File: config.mk
export PLATFORM = sky130hd
export DESIGN_NAME = grant_decoder
export DESIGN_NICKNAME = d
export VERILOG_FILES = /design/src/rtl/grant_decoder_pkg.sv /design/src/rtl/grant_decoder.sv
export SDC_FILE = /design/constraint.sdc
export NUM_CORES = 1
export LEC_CHECK = 0
export BUFFER_PORTS_ARGS = -buffer_cell sky130_fd_sc_hd__buf_4
export CELL_PAD_IN_SITES_DETAIL_PLACEMENT = 1
export CELL_PAD_IN_SITES_GLOBAL_PLACEMENT = 1
export CORE_MARGIN = 2
export CORE_UTILIZATION = 38
export CTS_CLUSTER_SIZE = 24
export DETAILED_ROUTE_END_ITERATION = 7
export GPL_TIMING_DRIVEN = 0
export PLACE_DENSITY_LB_ADDON = 0.1
export SLEW_MARGIN = 15
export SYNTH_ARGS = -nofsm -noshare
export SYNTH_HDL_FRONTEND = slang
export SYNTH_SLANG_ARGS = --single-unit
File: constraint.sdc
create_clock -name clock -period 4.52 [get_ports clock]
set_input_delay 0.226 -clock clock [delete_from_list [all_inputs] [get_ports clock]]
set_output_delay 0.226 -clock clock [all_outputs]
set_load 0.005 [all_outputs]
File: src/rtl/grant_decoder_pkg.sv
// rtl/grant_decoder_pkg.sv - shared state encoding and default sizing for grant_decoder
package grant_decoder_pkg;

  localparam int DEFAULT_USER_WIDTH = 2;
  localparam int DEFAULT_CNT_WIDTH  = 8;

  typedef enum logic [1:0] {
    IDLE    = 2'd0,
    GRANTED = 2'd1,
    RELEASE = 2'd2
  } state_t;

  function automatic int n_users(input int user_width);
    return 2 ** user_width;
  endfunction

endpackage

File: src/rtl/grant_decoder.sv
// rtl/grant_decoder.sv - registered one-hot grant held until the owner releases its request
// Optional forced release after MAX_HOLD cycles: define GRANT_DECODER_TIMEOUT_EN.
module grant_decoder
  import grant_decoder_pkg::*;
#(
  parameter int USER_WIDTH = DEFAULT_USER_WIDTH,
  parameter int CNT_WIDTH  = DEFAULT_CNT_WIDTH,
  parameter int MAX_HOLD   = 16
) (
  input  logic                       clock,
  input  logic                       reset,
  input  logic                       valid,
  input  logic [USER_WIDTH-1:0]      user,
  input  logic [2**USER_WIDTH-1:0]   request,
  output logic [2**USER_WIDTH-1:0]   grant,
  output logic                       busy,
  output logic [USER_WIDTH-1:0]      owner,
  output logic [CNT_WIDTH-1:0]       hold_cycles,
  output logic                       timeout
);

  localparam int N_USERS = n_users(USER_WIDTH);

  if (MAX_HOLD < 1 || MAX_HOLD > 2 ** CNT_WIDTH - 1) begin : g_bad_max_hold
    $error("grant_decoder: MAX_HOLD out of range for CNT_WIDTH");
  end

  function automatic logic [N_USERS-1:0] onehot(input logic [USER_WIDTH-1:0] idx);
    logic [N_USERS-1:0] v;
    v      = '0;
    v[idx] = 1'b1;
    return v;
  endfunction

  state_t                state, state_next;
  logic [N_USERS-1:0]    grant_next;
  logic [USER_WIDTH-1:0] owner_next;
  logic [CNT_WIDTH-1:0]  hold_next;
  logic                  owner_req;

  assign owner_req = request[owner];

`ifdef GRANT_DECODER_TIMEOUT_EN
  logic timeout_next;
  logic timeout_q;
  assign timeout = timeout_q;
`else
  assign timeout = 1'b0;
`endif

  always_ff @(posedge clock) begin
    if (reset) begin
      state       <= IDLE;
      grant       <= '0;
      busy        <= 1'b0;
      owner       <= '0;
      hold_cycles <= '0;
    end else begin
      state       <= state_next;
      grant       <= grant_next;
      busy        <= (state_next != IDLE);
      owner       <= owner_next;
      hold_cycles <= hold_next;
    end
  end

`ifdef GRANT_DECODER_TIMEOUT_EN
  always_ff @(posedge clock) begin
    if (reset) timeout_q <= 1'b0;
    else       timeout_q <= timeout_next;
  end
`endif

  always_comb begin
    state_next = state;
    grant_next = grant;
    owner_next = owner;
    hold_next  = hold_cycles;
`ifdef GRANT_DECODER_TIMEOUT_EN
    timeout_next = 1'b0;
`endif
    case (state)
      IDLE: begin
        grant_next = '0;
        if (valid) begin
          owner_next = user;
          grant_next = onehot(user);
          hold_next  = '0;
          state_next = GRANTED;
        end
      end
      GRANTED: begin
        // Owner release takes precedence so a drop on the limit cycle is not a timeout.
        if (!owner_req) begin
          grant_next = '0;
          state_next = RELEASE;
        end
`ifdef GRANT_DECODER_TIMEOUT_EN
        else if (hold_cycles == CNT_WIDTH'(MAX_HOLD - 1)) begin
          grant_next   = '0;
          state_next   = RELEASE;
          timeout_next = 1'b1;
        end
`endif
        else if (hold_cycles != '1) begin
          hold_next = hold_cycles + 1'b1;
        end
      end
      RELEASE: begin
        grant_next = '0;
        state_next = IDLE;
      end
      default: begin
        grant_next = '0;
        state_next = IDLE;
      end
    endcase
  end

endmodule

==> results, run 1 <==
- The number of H-tree levels is 1.
- The number of diodes added for antenna fixing is 0.
- The leakage power is approximately 0.00038 uW.
- The count of final max-slew check failures is 0.
- The number of gates resized after CTS was 0.
- Buffers placed on the I/O ports in this run total 22.
- The peak supply drop is roughly 0.00014 V.
- The largest total area in the synthesized netlist belongs to sky130_fd_sc_hd__dfxtp_1.
- The x dimension of the die is around 50 um.
- Clock-pin slew was measured on the worst setup and hold paths at 0.11 ns.
- Hold repair after CTS inserted 0 buffers.
- The most frequent cell after synthesis is sky130_fd_sc_hd__dfxtp_1.
- The clock tree from TritonCTS is done.
- The filler cell count is about 250.
- The post-CTS setup-driven buffer insertion count is 0.
- The part of the power in the clock network is 0.293.
- The count of endpoints failing hold in the final timing report is 0.
- The initial antenna violation count is 0.
- The clock latency on the worst-skew pair is a little under 0.3 ns.
- After synthesis, the mean cell area works out to approximately 8.6 um2.
- The total of endpoints with negative setup slack in the final report is 0.
- Counting flops with a built-in enable in the synthesized netlist gives 0.
- The minimum period implied by the final worst setup slack is 1.848 ns.
- The initial utilization of the core area, before any placement, comes to 0.4075.
- The sequential standard cell area is 340.3 um2.
- At the pin with the least slew margin, the transition time is 0.6595 ns.
- The flip-flop and latch count after synthesis is 17.
- The critical setup path kind is register to register.
- In the synthesized netlist the dominant register cell turns out to be sky130_fd_sc_hd__dfxtp_1.
- Of the post-synthesis cell area, the dominant cell type holds 0.4172.
- Static timing analysis puts the maximum clock frequency at 541.2 MHz.
- The number of nets produced by synthesis is ~110.
- In the routed design, unresolved DRC markers number 0.
- Summed over all nets, the switching power comes to just over 80 uW.
- The commonest cells after synthesis are sky130_fd_sc_hd__dfxtp_1 (17), sky130_fd_sc_hd__nor2_1 (11), sky130_fd_sc_hd__a21oi_1 (10).
- The via-per-instance ratio is between 5 and 6.
- At the end of routability-driven placement, the weighted congestion stood at a little under 0.8.
- The max-cap violation count is 0.
- The worst min-delay path category is primary input to register.
- The count of nets left with antenna violations once routing finished came out at 0.
- The fraction of power spent switching nets is 0.2794.
- The maximum number of pins on one net before global-route repair is 11.
- The global route total overflow is 0.
- The setup skew after layout is 0.001377 ns.
- Setup total negative slack on the finished layout was measured at 0 ns.
- The internal portion of the total power is about 210 uW.
- The synthesized instance count is between 90 and 100.
- The total wire length after detailed routing is roughly 2200 um.
- The run finished with clean final reports.
- In this run the cell area of the synthesized design comes to between 800 and 900 um2.
- For the worst setup path, the data arrival time is 2.07 ns.
- The floorplan has 16 rows.
- The number of buffers between clock root and the deepest sink is 2.
- Once detailed placement completed, the half-perimeter wirelength came to between 1500 and 2000 um.
- Measured along the y axis, the die boundary spans between 50 and 60 um.
- The CTS buffer count is 3.
- Power spread over the standard cell area amounts to 281.1 mW/mm2.
- The average wire per standard cell is around 15 um.
- The die covers approximately 0.0025 mm2.
- The area growth from synthesis to final layout is 27.61%.
- The final hold slack is about 0.21 ns.
- Detailed routing inserted a total of ~850 vias.
- The first global-routing pass estimated between 3000 and 4000 um of wire.
- The number of global-route vias before repair came to around 820.
- By area the synthesized netlist is led by sky130_fd_sc_hd__dfxtp_1 (42%), sky130_fd_sc_hd__a21oi_1 (6.1%), sky130_fd_sc_hd__nor2_1 (5.1%).
- The count of yosys warnings during synthesis is 0.
- The area taken by multi-input logic gates is between 400 and 500 um2.
- The standard cell core area is roughly 0.0020 mm2.
- The top fanout value on the critical path is 8.
- Counting flops with an async set or reset pin after synthesis yields a share of 0.
- The net count of the finished layout is about 130.
- Measured against its own limit, the worst slew margin works out to 0.5603.
- The worst setup path is captured at a register.
- After synthesis, the netlist uses 36 different library cells.
- The first-pass iteration count of the detailed router is 4.
- During I/O placement, the number of pins put on the boundary was 25.
- The first routing iteration left 10 violations.
- Clock tree synthesis found a total of 17 sinks.
- The portion of total power attributed to sequential cells is 0.547.
- In the global route stage, overall resource usage came out at 0.1899.
- Setup repair after global routing left no endpoint under its margin.
- The fraction of layout instances using a drive strength above 1 is 0.2397.
- STA classifies the critical path startpoint as a register.
- In the finished design, the share of the clock period the worst path needs comes to 0.4088.
- The share of synthesized area occupied by flip-flops and latches is 0.4172.
- Of the total power, combinational logic draws 0.161.
- STA puts the critical path data required time at around 4.8 ns.
- The tree is rooted in a sky130_fd_sc_hd__clkbuf_4.
## metal layers
metal	wire (um)	global-route usage	up-vias
met4	10	0.05405	0
met2	1146	0.3465	14
met1	971	0.2303	417
met3	71	0.02679	2
met5	0	0	-
li1	-	-	414
## state kept, by name (all words and copies together) (netlist names)
name and flops:
busy 1, grant 4, hold_cycles 8, owner 2
state 2
## cell families after synthesis
group / Yosys count / synth area share
and+or+nand+nor: 39 / 0.2546
muxes: 2 / 0.02454
buffers and inverters: 5 / 0.02761
DFF: 17 / 0.4172
adders and majority gates: 1 / 0.01533
other: 1 / 0.004597
AOI/OAI and AO/OA: 30 / 0.2562
## final cells by class
class | count | area share
Multi-Input combinational cell | 73 | 0.4351
Sequential cell | 17 | 0.3269
Timing Repair Buffer | 22 | 0.1587
Tap cell | 27 | 0.03245
Clock buffer | 4 | 0.02524
Buffer | 4 | 0.01803
Inverter | 1 | 0.003606
## cells in the final DEF, fill, tap and decap left out, types with 2 or more instances in the layout
cell	instances
sky130_fd_sc_hd__a211oi_1	4
sky130_fd_sc_hd__a21oi_1	10
sky130_fd_sc_hd__buf_4	23
sky130_fd_sc_hd__clkbuf_1	4
sky130_fd_sc_hd__clkbuf_4	3
sky130_fd_sc_hd__dfxtp_1	17
sky130_fd_sc_hd__mux2i_1	2
sky130_fd_sc_hd__nand2_1	7
sky130_fd_sc_hd__nand2b_1	2
sky130_fd_sc_hd__nand3_1	4
sky130_fd_sc_hd__nand3b_1	2
sky130_fd_sc_hd__nand4_1	3
sky130_fd_sc_hd__nor2_1	11
sky130_fd_sc_hd__nor3b_1	2
sky130_fd_sc_hd__o21ai_0	4
sky130_fd_sc_hd__or4_1	2
## worst paths after layout
kind / slack [ns] / depth (start not counted) / end / from
worst max-delay path: 2.67 / 5 / hold_cycles[4]$_SDFFE_PP0P_ / state[1]$_SDFF_PP0_
worst min-delay path: 0.21 / 3 / owner[1]$_SDFFE_PP0P_ / user[1]
worst max register to register: 2.67 / 5 / hold_cycles[4]$_SDFFE_PP0P_ / state[1]$_SDFF_PP0_
worst min register to register: 0.50 / 2 / grant[0]$_SDFFE_PP0P_ / grant[0]$_SDFFE_PP0P_
## power groups by stage
stage / combinational [uW] / clock, uW / sequential (uW)
5_1_grt: 52.4 / 93.2 / 161
4_1_cts: 47.9 / 88.7 / 160
2_1_floorplan: 28.0 / 0 / 163
6_report: 47.0 / 85.6 / 160
3_5_place_dp: 47.7 / 0 / 164
3_3_place_gp: 46.3 / 0 / 163
## worst max-delay path, stage by stage, from the launching register on
cell and delay [ns]:
sky130_fd_sc_hd__dfxtp_1 0.37, sky130_fd_sc_hd__or3b_1 0.39, sky130_fd_sc_hd__clkbuf_1 0.20, sky130_fd_sc_hd__o221a_4 0.19, sky130_fd_sc_hd__or4_1 0.47, sky130_fd_sc_hd__a31oi_1 0.17
## per-stage QoR
stage	setup WS (ns)	instance area (um2)	utilization	instances	total power [uW]
final	2.672	1041	0.5200	148	292.6
after global routing	2.552	1041	0.5200	148	306.6
after CTS	2.657	1041	0.5200	148	296.7
after detailed placement	2.682	1015	0.5069	144	211.2
after global placement	2.723	1015	0.5069	144	209.4
after floorplan	2.824	815.8	-	95	190.7
Note: power is estimated with default switching activity, not from simulation.
==> run 2, diff against run 1 <==
--- a/config.mk
+++ b/config.mk
@@ -5,11 +5,12 @@
 export SDC_FILE = /design/constraint.sdc
 export NUM_CORES = 1
 export LEC_CHECK = 0
+export ABC_AREA = 1
 export BUFFER_PORTS_ARGS = -buffer_cell sky130_fd_sc_hd__buf_4
 export CELL_PAD_IN_SITES_DETAIL_PLACEMENT = 1
 export CELL_PAD_IN_SITES_GLOBAL_PLACEMENT = 1
 export CORE_MARGIN = 2
-export CORE_UTILIZATION = 38
+export CORE_UTILIZATION = 36
 export CTS_CLUSTER_SIZE = 24
 export DETAILED_ROUTE_END_ITERATION = 7
 export GPL_TIMING_DRIVEN = 0
==> constraint.sdc (replaced) <==
create_clock -name clock -period 1.7 [get_ports clock]
set_input_delay 0.085 -clock clock [delete_from_list [all_inputs] [get_ports clock]]
set_output_delay 0.085 -clock clock [all_outputs]
set_load 0.005 [all_outputs]
==> results, run 2 <==
- The flow ran to the end, and the final reports show no timing, DRC or antenna violations.
- The hold-fix buffer count after cts is 0.
- The final layout contains routed wiring with a total length of about 2200 um.
- Once the clock tree was built, the setup fixing pass inserted 0 buffers.
- The most frequent cell after synthesis is sky130_fd_sc_hd__nand2_1.
- The number of nets in the synthesized netlist is 136.
- The first-pass iteration count of the detailed router is 4.
- Counting flops with an async set or reset pin after synthesis yields a share of 0.
- The post-route non-filler standard cell count is 183.
- For this run, design rule violations remaining after detail routing come to 0.
- The leakage power is roughly 0.00053 uW.
- The endpoint of the most critical setup path is hold_cycles[4]$_SDFFE_PP0P_.
- The launch point of the worst path is hold_cycles[0]$_SDFFE_PP0P_.
- The portion of total power attributed to sequential cells is 0.523.
- The internal power of the cells totals roughly 600 uW.
- Setup repair after global routing left no endpoint under its margin.
- The terminus of the critical flop-to-flop path is hold_cycles[4]$_SDFFE_PP0P_.
- The count of endpoints failing hold in the final timing report came to 0.
- Subtracting the final worst setup slack from the clock period gives 1.508 ns.
- Clock tree synthesis inserted a total of 3 buffers.
- The count of final max-slew check failures is 0.
- The count of cells along the worst register-to-register path is 7.
- At the worst endpoint, the arrival time is approximately 1.7 ns.
- The number of H-tree levels is 1.
- Using the TritonRoute via totals, the vias-per-cell ratio works out to 4.825.
- In this run the tightest slew margin relative to its limit is 0.6372.
- Once layout is complete, the utilization of the core stands at 0.4732.
- The average wire per standard cell is 12.18 um.
- The area share of the largest cell type after synthesis is 0.3636.
- The peak supply drop is around 0.00043 V.
- The maximum number of pins on one net before global-route repair is 11.
- The analysis attributes to net switching a power of about 250 uW.
- The dominant synthesized flop cell is sky130_fd_sc_hd__dfxtp_1.
- The final design area excluding fillers is roughly 0.0012 mm2.
- Data on the critical path is required at its endpoint by ~1.9 ns.
- Power spread over the standard cell area amounts to 723.8 mW/mm2.
- After synthesis, the netlist uses 25 different library cells.
- The initialized floorplan defines 18 standard-cell rows.
- The routability-driven placement congestion ratio is between 0.8 and 0.9.
- The initial utilization of the core area, before any placement, comes to 0.3778.
- The die covers ~0.003 mm2.
- The worst register-to-register path has a setup slack of 0.19 ns.
- The half-perimeter wire length after detailed placement is 1798 um.
- The critical register-to-register path startpoint is hold_cycles[0]$_SDFFE_PP0P_.
- The worst setup path is of the register to register kind.
- In the final timing run, aggregate negative setup slack is 0 ns.
- The number of nets with antenna violations after detailed routing is 0.
- The count of buffers inserted at the top-level ports is 23.
- On the final layout, the worst hold slack is between 0.09 and 0.1 ns.
- The post-synthesis area per instance is 7.428 um2.
- Clock-pin slew was measured on the worst setup and hold paths at approximately 0.10 ns.
- The top register by number of flip-flops is hold_cycles.
- The largest registers in the layout are hold_cycles (8), grant (4).
- The number of global-route vias before repair is 815.
- The share of the cycle needed by the critical path after routing is 0.8873.
- Across the run, the number of max-cap violations was 0.
- Ranked by instance count, the synthesized netlist is headed by sky130_fd_sc_hd__nand2_1 (29), sky130_fd_sc_hd__dfxtp_1 (17), sky130_fd_sc_hd__inv_1 (14).
- Of all nets on the critical path, the largest fanout is 10.
- The number of flops mapped to enable cells by yosys is 0.
- The standard cell core area is 0.002477 mm2.
- The startpoint type of the worst setup path is a register.
- The dominant cell type by area after synthesis is sky130_fd_sc_hd__dfxtp_1.
- TritonCTS built the clock tree.
- Of the cells placed in the final design, the portion with a size suffix greater than 1 is 0.3203.
- The clock latency on the worst-skew pair is 0.28 ns.
- The cell with the most instances on the worst path is sky130_fd_sc_hd__nand2_2.
- The initial antenna violation count is 0.
- The count of cells resized by post-cts repair is 0.
- The register with the most flip-flops in the layout has 8 of them.
- Static timing analysis puts the maximum clock frequency at approximately 660 MHz.
- Of the total power, the clock network draws 0.254.
- The aggregate global-route resource usage is 0.1715.
- The repair_antennas step left the layout with diodes totalling 0.
- The transition time at the pin with the least slew margin is around 0.54 ns.
- The largest individual stage delay along the critical path comes from the cell sky130_fd_sc_hd__dfxtp_1.
- The library cells used most frequently in the layout, excluding fill and tap cells, are sky130_fd_sc_hd__nand2_1 (29), sky130_fd_sc_hd__buf_4 (24), sky130_fd_sc_hd__dfxtp_1 (17).
- The mapped netlist covers slightly above 900 um2.
- Across the routed clock network, the largest skew measured is between 0.003 and 0.004 ns.
- The count of yosys warnings during synthesis is 0.
- The most frequent standard cell in the layout excluding fill and tap cells is sky130_fd_sc_hd__nand2_1.
- On the worst path, the slowest cell contributes a delay of around 0.43 ns.
- The via count of the routed design is 883.
- The first global-routing pass estimated about 3700 um of wire.
- The instance count after placement with tap cells included is around 180.
- The combinational share of power is 0.222.
- Setup violations remaining at the end of the flow were counted as 0.
- The tree is rooted in a sky130_fd_sc_hd__clkbuf_4.
- The total overflow left after global routing is 0.
- The filler cell count is approximately 330.
- The x dimension of the die is approximately 55 um.
- The die is approximately 55 um tall.
- From synthesis to final layout, the design area changed by 25.27%.
- The clock drives 17 sinks.
- Synthesis produced a netlist whose cell count is ~130.
- The number of buffers between clock root and the deepest sink is 2.
- The fraction of power spent switching nets is 0.3001.
- The net count of the finished layout is roughly 160.
- Of the synthesized area, sequential elements account for 0.3636.
- The signal on the critical path passes through ha_1 > nand2_2 > nor2_4 > nand4_4 > nand2_2 > nand2_2 > a21oi_2.
- The worst min-delay path category is primary input to register.
- The critical path endpoint category is a register.
- 25 I/O pins were placed.
- After synthesis the netlist holds a flip-flop and latch count of 17.
- In the post-synthesis netlist, the biggest area contributors are sky130_fd_sc_hd__dfxtp_1 (36%), sky130_fd_sc_hd__nand2_1 (12%), sky130_fd_sc_hd__nand3_1 (5.9%).
- For this block, the initial DRC count from the detailed router was 5.
- The post-placement cell area is 0.001146 mm2.
## run 2: cell types whose count changed in the layout (fill, tap and decap cells not counted), sizes merged, moves of 3 or more
| cell | before | now |
|---|---|---|
| nand3 | 4 | 17 |
| a21oi | 10 | 14 |
| nor2 | 11 | 14 |
| nand2 | 7 | 33 |
| inv | 1 | 17 |
| a211oi | 4 | 0 |
## run 2: final cells by class
cell class                 instances  area [um2]  share of cell area
buffer                             3       22.52             0.01921
clock buffer                       4       26.28             0.02241
tap                               30       37.54             0.03202
multi-input combinational         88       505.5              0.4312
inverter                          18       67.56             0.05763
timing repair buffer              23       172.7              0.1473
sequential                        17       340.3              0.2903
## run 2: per-stage QoR
stage / total power (uW) / setup slack [ns]
after floorplan: 569.9 / 0.4000
after global placement: 638.1 / 0.2384
after detailed placement: 644.8 / 0.1896
after CTS: 868.5 / 0.1591
after global routing: 919.3 / 0.03686
final: 848.5 / 0.1916
## run 2: how the worst min path moves through the flow
stage,slack [ns],start,to,cells after the start
global placement,0.38,user[0],grant[1]$_SDFFE_PP0P_,3
floorplan,0.25,user[1],grant[2]$_SDFFE_PP0P_,2
global route,0.1,user[0],grant[1]$_SDFFE_PP0P_,3
CTS,0.08,reset,hold_cycles[4]$_SDFFE_PP0P_,4
finish,0.09,reset,hold_cycles[4]$_SDFFE_PP0P_,4
detailed placement,0.40,user[0],owner[0]$_SDFFE_PP0P_,3
## run 2: cells by family (layout without fill, tap and decap cells)
logic type                 after synthesis  in the layout  synth area share
and+or+nand+nor                         68             68            0.4104
AOI/OAI and AO/OA                       18             18            0.1123
buffers and inverters                   21             48           0.09625
adders and majority gates                1              1           0.01337
DFF                                     17             17            0.3636
other                                    1              1          0.004007
## run 2: worst max-delay path: cells and delay by family (launching register included)
family	cells	cell delay, ns
adders and majority gates	1	0.22
AOI/OAI and AO/OA	1	0.12
and+or+nand+nor	5	0.68
DFF	1	0.43
## run 2: power groups by stage
stage	logic (uW)	registers [uW]	clock network, uW
4_1_cts	192	445	232
2_1_floorplan	119	451	0
5_1_grt	214	449	256
3_3_place_gp	187	452	0
3_5_place_dp	191	454	0
6_report	189	444	216
## run 2: metal layers
| layer | up-vias | global-route usage | share of wire |
|---|---|---|---|
| met5 | - | 0 | 0 |
| met3 | 2 | 0.02688 | 0.039 |
| met2 | 13 | 0.2718 | 0.47 |
| met1 | 413 | 0.2352 | 0.48 |
| met4 | 0 | 0.06098 | 0.0085 |
| li1 | 455 | - | - |
